===== config.mk =====
export PLATFORM = sky130hd
export DESIGN_NAME = unidade_funcional_pipe
export DESIGN_NICKNAME = d
export VERILOG_FILES = /design/src/rtl/uf_pkg.sv /design/src/rtl/uf_alu.sv /design/src/rtl/unidade_funcional_pipe.sv
export SDC_FILE = /design/constraint.sdc
export NUM_CORES = 1
export LEC_CHECK = 0
export BUFFER_PORTS_ARGS = -buffer_cell sky130_fd_sc_hd__buf_2
export CORE_ASPECT_RATIO = 1.4
export CORE_MARGIN = 2
export CORE_UTILIZATION = 52
export DETAILED_ROUTE_END_ITERATION = 7
export PLACE_DENSITY_LB_ADDON = 0.05
export SYNTH_ARGS = -nofsm -noshare
export SYNTH_HDL_FRONTEND = slang
export SYNTH_HIERARCHICAL = 1
export SYNTH_SLANG_ARGS = --single-unit

===== constraint.sdc =====
create_clock -name clock -period 1.9 [get_ports clock]
set_input_delay 0.19 -clock clock [delete_from_list [all_inputs] [get_ports clock]]
set_output_delay 0.19 -clock clock [all_outputs]
set_load 0.05 [all_outputs]

===== src/rtl/uf_pkg.sv =====
// Shared definitions for the pipelined Tomasulo functional unit: opcode encodings,
// default widths and the per-stage record also used by the RS and CDB arbiter.
package uf_pkg;

  typedef logic [2:0] uf_op_t;

  localparam uf_op_t UF_OP_ADD = 3'b000;
  localparam uf_op_t UF_OP_SUB = 3'b001;
  localparam uf_op_t UF_OP_AND = 3'b010;
  localparam uf_op_t UF_OP_OR  = 3'b011;
  localparam uf_op_t UF_OP_XOR = 3'b100;
  localparam uf_op_t UF_OP_SLT = 3'b101;
  localparam uf_op_t UF_OP_SLL = 3'b110;
  localparam uf_op_t UF_OP_MUL = 3'b111;

  localparam int UF_WIDTH  = 16;
  localparam int UF_DEST_W = 3;
  localparam int UF_TAG_W  = 4;

  typedef struct packed {
    logic                 valid;
    logic [UF_WIDTH-1:0]  value;
    logic [UF_DEST_W-1:0] dest;
    logic [UF_TAG_W-1:0]  tag;
  } uf_stage_t;

endpackage


===== src/rtl/uf_alu.sv =====
// Combinational ALU for the functional unit; all results wrap modulo 2^WIDTH.
// Build macro UF_MUL_EN turns opcode 111 into a multiply, otherwise it aliases ADD.
module uf_alu
  import uf_pkg::*;
#(
  parameter int WIDTH = UF_WIDTH
) (
  input  uf_op_t           opcode,
  input  logic [WIDTH-1:0] vj,
  input  logic [WIDTH-1:0] vk,
  output logic [WIDTH-1:0] result
);

  localparam int SH_W = $clog2(WIDTH);

  logic [SH_W-1:0] shamt;
  assign shamt = vk[SH_W-1:0];

  always_comb begin
    result = '0;
    case (opcode)
      UF_OP_ADD: result = vj + vk;
      UF_OP_SUB: result = vj - vk;
      UF_OP_AND: result = vj & vk;
      UF_OP_OR:  result = vj | vk;
      UF_OP_XOR: result = vj ^ vk;
      UF_OP_SLT: result = {{(WIDTH-1){1'b0}}, ($signed(vj) < $signed(vk))};
      UF_OP_SLL: result = vj << shamt;
`ifdef UF_MUL_EN
      UF_OP_MUL: result = vj * vk;
`else
      UF_OP_MUL: result = vj + vk;
`endif
      default:   result = vj + vk;
    endcase
  end

endmodule


===== src/rtl/unidade_funcional_pipe.sv =====
// Pipelined Tomasulo functional unit: issue handshake, LATENCY-deep result pipe and CDB
// back-pressure. Build macro UF_MUL_EN enables the multiplier in uf_alu.
module unidade_funcional_pipe
  import uf_pkg::*;
#(
  parameter int WIDTH   = UF_WIDTH,
  parameter int LATENCY = 3,
  parameter int DEST_W  = UF_DEST_W,
  parameter int TAG_W   = UF_TAG_W
) (
  input  logic              clock,
  input  logic              reset_n,
  input  logic              issue_valid,
  output logic              issue_ready,
  input  uf_op_t            opcode,
  input  logic [WIDTH-1:0]  vj,
  input  logic [WIDTH-1:0]  vk,
  input  logic [DEST_W-1:0] dest_in,
  input  logic [TAG_W-1:0]  qi_in,
  input  logic              flush,
  output logic              cdb_valid,
  input  logic              cdb_grant,
  output logic [WIDTH-1:0]  cdb_value,
  output logic [DEST_W-1:0] cdb_dest,
  output logic [TAG_W-1:0]  cdb_tag,
  output logic              busy
);

  typedef struct packed {
    logic              valid;
    logic [WIDTH-1:0]  value;
    logic [DEST_W-1:0] dest;
    logic [TAG_W-1:0]  tag;
  } pipe_stage_t;

  pipe_stage_t [LATENCY-1:0] stage_q;

  logic             advance;
  logic             accept;
  logic [WIDTH-1:0] alu_result;

  uf_alu #(.WIDTH(WIDTH)) u_alu (
    .opcode (opcode),
    .vj     (vj),
    .vk     (vk),
    .result (alu_result)
  );

  // The whole pipe moves as one unit; it only freezes while an ungranted result sits on the CDB.
  assign advance     = !stage_q[LATENCY-1].valid || cdb_grant;
  assign issue_ready = advance && !flush;
  assign accept      = issue_valid && issue_ready;

  always_ff @(posedge clock or negedge reset_n) begin
    if (!reset_n) begin
      stage_q <= '0;
    end else if (flush) begin
      for (int i = 0; i < LATENCY; i++) stage_q[i].valid <= 1'b0;
    end else if (advance) begin
      stage_q[0].valid <= accept;
      if (accept) begin
        stage_q[0].value <= alu_result;
        stage_q[0].dest  <= dest_in;
        stage_q[0].tag   <= qi_in;
      end
      for (int i = 1; i < LATENCY; i++) stage_q[i] <= stage_q[i-1];
    end
  end

  assign cdb_valid = stage_q[LATENCY-1].valid;
  assign cdb_value = stage_q[LATENCY-1].value;
  assign cdb_dest  = stage_q[LATENCY-1].dest;
  assign cdb_tag   = stage_q[LATENCY-1].tag;

  always_comb begin
    busy = 1'b0;
    for (int i = 0; i < LATENCY; i++) busy = busy | stage_q[i].valid;
  end

endmodule


-- Yosys cells after proc, flatten, opt, wreduce, memory -nomap -nowiden
Index checks and enable logic that the tools add are counted.
- output and inout port bits: 26
- bits in latches: 0
- ROM bits: 0
- memories kept: 0
- register bits after elaboration: 72
- input port bits: 47
- logic and storage cells: 45
- bits in writable memories: 0
- eq/ne operators: 7
- muxes and demuxes: 6
- divide/modulo/power cells: 0
- bitwise gates (word level): 6
- order comparisons: 1
- reductions and logical operators: 10
- shifts and indexed selects: 1
- $mul: 0
- add/subtract/negate cells: 2
- operators by type and width (cell ; number):
    16-bit one-hot mux with 7 select lines ; 1
    72-bit two-way mux ; 1
    23-bit two-way mux ; 1
    16-bit adder ; 1
    16-bit AND ; 1
    16-bit < comparator ; 1
    16-bit OR ; 1
    16-bit by 4-bit left shift with 16-bit output ; 1
    16-bit subtractor ; 1
    16-bit bitwise XOR ; 1
    3-bit == test, second input constant ; 4
    3-bit by 2-bit == test with 1-bit output, second input constant ; 2
    3-bit by 1-bit == test with 1-bit output, second input constant ; 1
    3-bit zero test ; 1
    1-bit two-way mux ; 3
    3-bit AND reduction ; 1
    1-bit logical AND ; 2
    1-bit zero test ; 2
    1-bit OR ; 2
    2-bit AND reduction ; 1
    2-bit nonzero test ; 1
    2-bit OR reduction ; 1
    1-bit logical OR ; 1
    1-bit NOT ; 1

-- Logic depth before layout (Yosys ltp)
- depth after elaboration: 7
- depth in mapped cells: 12
- gate-level depth less buffers: 11

-- Modules after synthesis
The synthesis kept the hierarchy.
- modules (own cells, without submodules) (module ; area each (um^2) ; cells an instance ; seq. area each (um^2) ; times used):
    uf_alu ; 3096.7 ; 460 ; 0.0 ; 1
    unidade_funcional_pipe ; 2912.8 ; 182 ; 1801.7 ; 1

-- Worst setup path after synthesis
OpenSTA, ideal clock, no wires.
- path type: input port to flip-flop
- start: input port vk[2]
- end: register stage_q[21] in the netlist's numbering
- slack: -1.022 ns
- arrival: 2.797 ns
- setup time: 0.125 ns
- path buffers: 2
- data required time: 1.775 ns
- stages: 12
- cells stage by stage: inv_1 clkbuf_1 ha_1 buf_2 a21o_1 a221oi_2 nand2b_2 o21ai_2 a211o_1 a221o_1 a211o_1 mux2_2
- cells in the longest elaborated chain, start to end: 2
- elaborated cells on any way between the ends: 4
- those cells by class: add/sub (2); shift (1); mux (1)
- RTL lines (element ; line ; source):
    start, declared ; unidade_funcional_pipe.sv:17 ; input logic [WIDTH-1:0] vk,
    16-bit adder, or another cell as far along ; uf_alu.sv:22, uf_alu.sv:32 ;
    16-bit one-hot mux with 7 select lines * ; uf_alu.sv:21 ; case (opcode)
    named net alu_result[14] ; unidade_funcional_pipe.sv:40 ; logic [WIDTH-1:0] alu_result;
    end, declared ; unidade_funcional_pipe.sv:36 ; pipe_stage_t [LATENCY-1:0] stage_q;
The timed path passes the listed nets; every way through them passes the cells marked *.
A chain may end at the register's enable or synchronous reset.

-- Worst setup path after layout
- start: input port vj[0]
- end: register stage_q[21] in the netlist's numbering
- cells in the longest elaborated chain, start to end: 2
- elaborated cells on any way between the ends: 4
- those cells by class: add/sub (2); shift (1); mux (1)
- RTL lines (element ; line ; source):
    start, declared ; unidade_funcional_pipe.sv:16 ; input logic [WIDTH-1:0] vj,
    16-bit adder, or another cell as far along ; uf_alu.sv:22, uf_alu.sv:32 ;
    16-bit one-hot mux with 7 select lines * ; uf_alu.sv:21 ;
    named net alu_result[14] ; unidade_funcional_pipe.sv:40 ;
Marks and branches as above.

==> summary.txt <==
Power and ir drop
  – P_leak: 4.15 nW
  – Pwr Total: 6.84 mW
  – Peak supply drop: 0.000485 V
  – Power per cell area: 799 nW/um2

GRT
  – Initial antenna violation count: 0
  – Vias in the first global route: 5998
  – GRT overflow: 0
  – Busiest grt layer: met2
  – Met2 Track Usage GR: 53.2%
  – Pin count of the biggest net entering global routing: 73
  – Met3 GRT Util: 3.90%
  – First-pass GRT wire length: 30200 um
  – Met1 Usage GRT: 38.0%
  – Total Routing Usage GR: 31.3%

Route
  – Wire length per cell: 19.0 um
  – Drt first pass iters: 5
  – Vias per inst: 5.77
  – Total wire length: 19200 um
  – First-iteration detailed-routing DRC count: 401
  – Via count of the routed design: 5825
  – DRT antenna net count: 0
  – Drt drc: 0

Floorplan
  – Initial Util: 53.3%
  – Row cnt: 46
  – Die Y: 131 um
  – Die footprint: 12400 um2
  – IO Pins: 73
  – Core area: 11300 um2
  – Die width: 94.9 um

CTS
  – H-tree levels: 3
  – Total CTS buffers: 9
  – CTS tree: done
  – CTS root buf: clkbuf_16
  – Clk sinks: 72
  – CTS max path bufs: 2
  – Clk_lat worst skew: 330 ps
  – Clk pin slew, worst setup/hold paths: 60 ps

Worst hold path
  – Hold path cells: 2
  – Worst Hold Class: in -> reg

Synth
  – Syn Inst Count: 642
  – Main flop type after synthesis: dfrtp_1
  – EDFF count, synth: 0
  – Synth Cell Area: 6010 um2
  – Post-synthesis async set-or-reset flop share: 100%
  – Register area share after synthesis: 30.0%
  – Syn avg cell area: 9.36 um2
  – Most frequent cells after synthesis: dfrtp_1, mux2_2, nor2_1
  – Synthesis-stage register bit count: 72
  – Distinct cell type count after synthesis: 66
  – Post-synth top area share: 30.0%
  – Ys Warns: 6
  – Top post-synthesis cells by area: dfrtp_1, mux2_2, ha_1
  – Count leader, synth: dfrtp_1
  – Synthesized net count: 741
  – Leading area contributor after synthesis: dfrtp_1

STA
  – # setup viols final: 13
  – Setup slack after layout: -676 ps
  – Unrepaired setup endpoints after global routing: true
  – Skew final: 9.66 ps
  – Min Clock Period, post-route: 2580 ps
  – Least-Margin Pin Slew: 673 ps
  – Relative slew slack: 54.7%
  – Max Freq: 0.388 GHz
  – Final worst-path cycle share: 136%
  – Max Transition Viols Final: 0
  – Fin. Hold Viols: 0

Place
  – Port Buf Inserts: 72
  – GPL Wtd Cong: 0.969
  – Dpl hpwl: 15000 um

Critical path
  – Critical Path Start Type: input port
  – CP endpoint: stage_q[21]
  – Crit end category: flop
  – RR Endpoint: stage_q[16]
  – Setup slack, reg-to-reg: 410 ps
  – CP max FO: 3
  – CP arrival: 2790 ps
  – Reg-to-reg startpoint: cdb_valid
  – R2R cell count: 4
  – Worst EP required: 2110 ps
  – Setup CP Type: in -> reg
  – Setup crit start: vj[0]

Final layout
  – Inserted Diodes: 0
  – Fin util: 75.8%
  – # fillers: 826
  – Area growth, synth to finish: 42.4%
  – Final net count: 959
  – Share of cells above drive strength 1: 48.2%

Status
  – Status: finished with violations
  – Failing checks: negative setup slack

Run
  – Max_cap viols: 0
==> how the worst min path moves through the flow <==
stage,start,to
floorplan,reset_n,cdb_dest[0]
global placement,reset_n,cdb_value[12]
detailed placement,reset_n,cdb_value[12]
CTS,qi_in[3],stage_q[3]
global route,dest_in[0],stage_q[4]
finish,qi_in[3],stage_q[3]
==> repair_timing <==
item                                    CTS  global route
pin swaps                                25            30
setup buffers                            13             9
hold buffers                              1             0
hold endpoints to repair                 72             0
resized for setup                        57            30
endpoints found under the setup margin   13            13
==> sequential cells by signal (all words and copies together), names as in the netlist <==
name,cells
cdb_dest,3
cdb_tag,4
cdb_valid,1
cdb_value,16
stage_q,48
==> through the flow <==
step	hold WS [ps]	instance area, um2	std cells	setup WS, ps	TNS (ps)
3_3_place_gp	231	7700	971	-1140	-10700
2_1_floorplan	-106	6220	642	-729	-4130
4_1_cts	83.8	8390	1001	-745	-4960
3_5_place_dp	246	7700	971	-1210	-11330
6_report	84.6	8560	1009	-676	-4630
5_1_grt	86.1	8560	1009	-753	-5500
==> worst max-delay path: stages <==
cell,delay (ps)
buf_12,110
buf_12,120
ha_4,150
fa_2,350
a21o_1,190
a221oi_2,220
buf_4,170
nand2b_4,130
o21ai_2,60
a211o_1,270
a221o_1,320
a211o_1,260
mux2_4,250
==> cells in the final DEF (no fill, tap or decap), types with 4 or more instances in the layout <==
cell,instances
a221oi_2,4
buf_2,65
nor3_1,8
inv_2,6
inv_1,42
mux2_2,57
nand3_1,8
a31oi_1,4
a221oi_1,5
a21o_1,5
buf_4,179
nor4_1,5
o21bai_1,5
o22ai_1,8
mux2i_1,27
buf_6,10
ha_1,41
o21ai_0,18
buf_12,9
clkbuf_16,9
nand2_1,32
dfrtp_1,72
o211ai_1,10
a221o_1,4
nor2_1,57
xor2_1,6
mux2_4,12
a21oi_1,33
a22oi_1,6
mux2_1,6
ha_4,7
==> per-layer routing <==
layer  vias to the layer above  part of all wire [%]
li1                       2719                     -
met1                      2803                    40
met2                       234                    50
met3                        69                   4.8
met4                         0                   5.5
met5                         -                     0
==> power by group <==
group          switching [mW]  total (mW)  internal, mW
Sequential              0.232        2.20          1.96
Clock                   0.604        1.61          1.01
Combinational            1.72        3.03          1.31
Total                    2.55        6.84          4.28
==> cell type report <==
type / instances / area, um2 / share of cell area (%)
multi-input combinational: 459 / 4050 / 47.3
sequential: 72 / 1800 / 21.1
tap: 144 / 180 / 2.11
clock inverter: 6 / 60.1 / 0.702
clock buffer: 10 / 229 / 2.68
inverter: 52 / 238 / 2.78
timing repair buffer: 266 / 2000 / 23.4
==> cell families after synthesis <==
family	count (synthesis)	synth area share [%]
xor+xnor	9	1.31
mux	105	19.7
simple gates	142	11.0
buf+inv	111	9.56
flops	72	30.0
fa+ha+maj	52	11.1
compound gates	151	17.4
(Power assumes the default switching activity.)
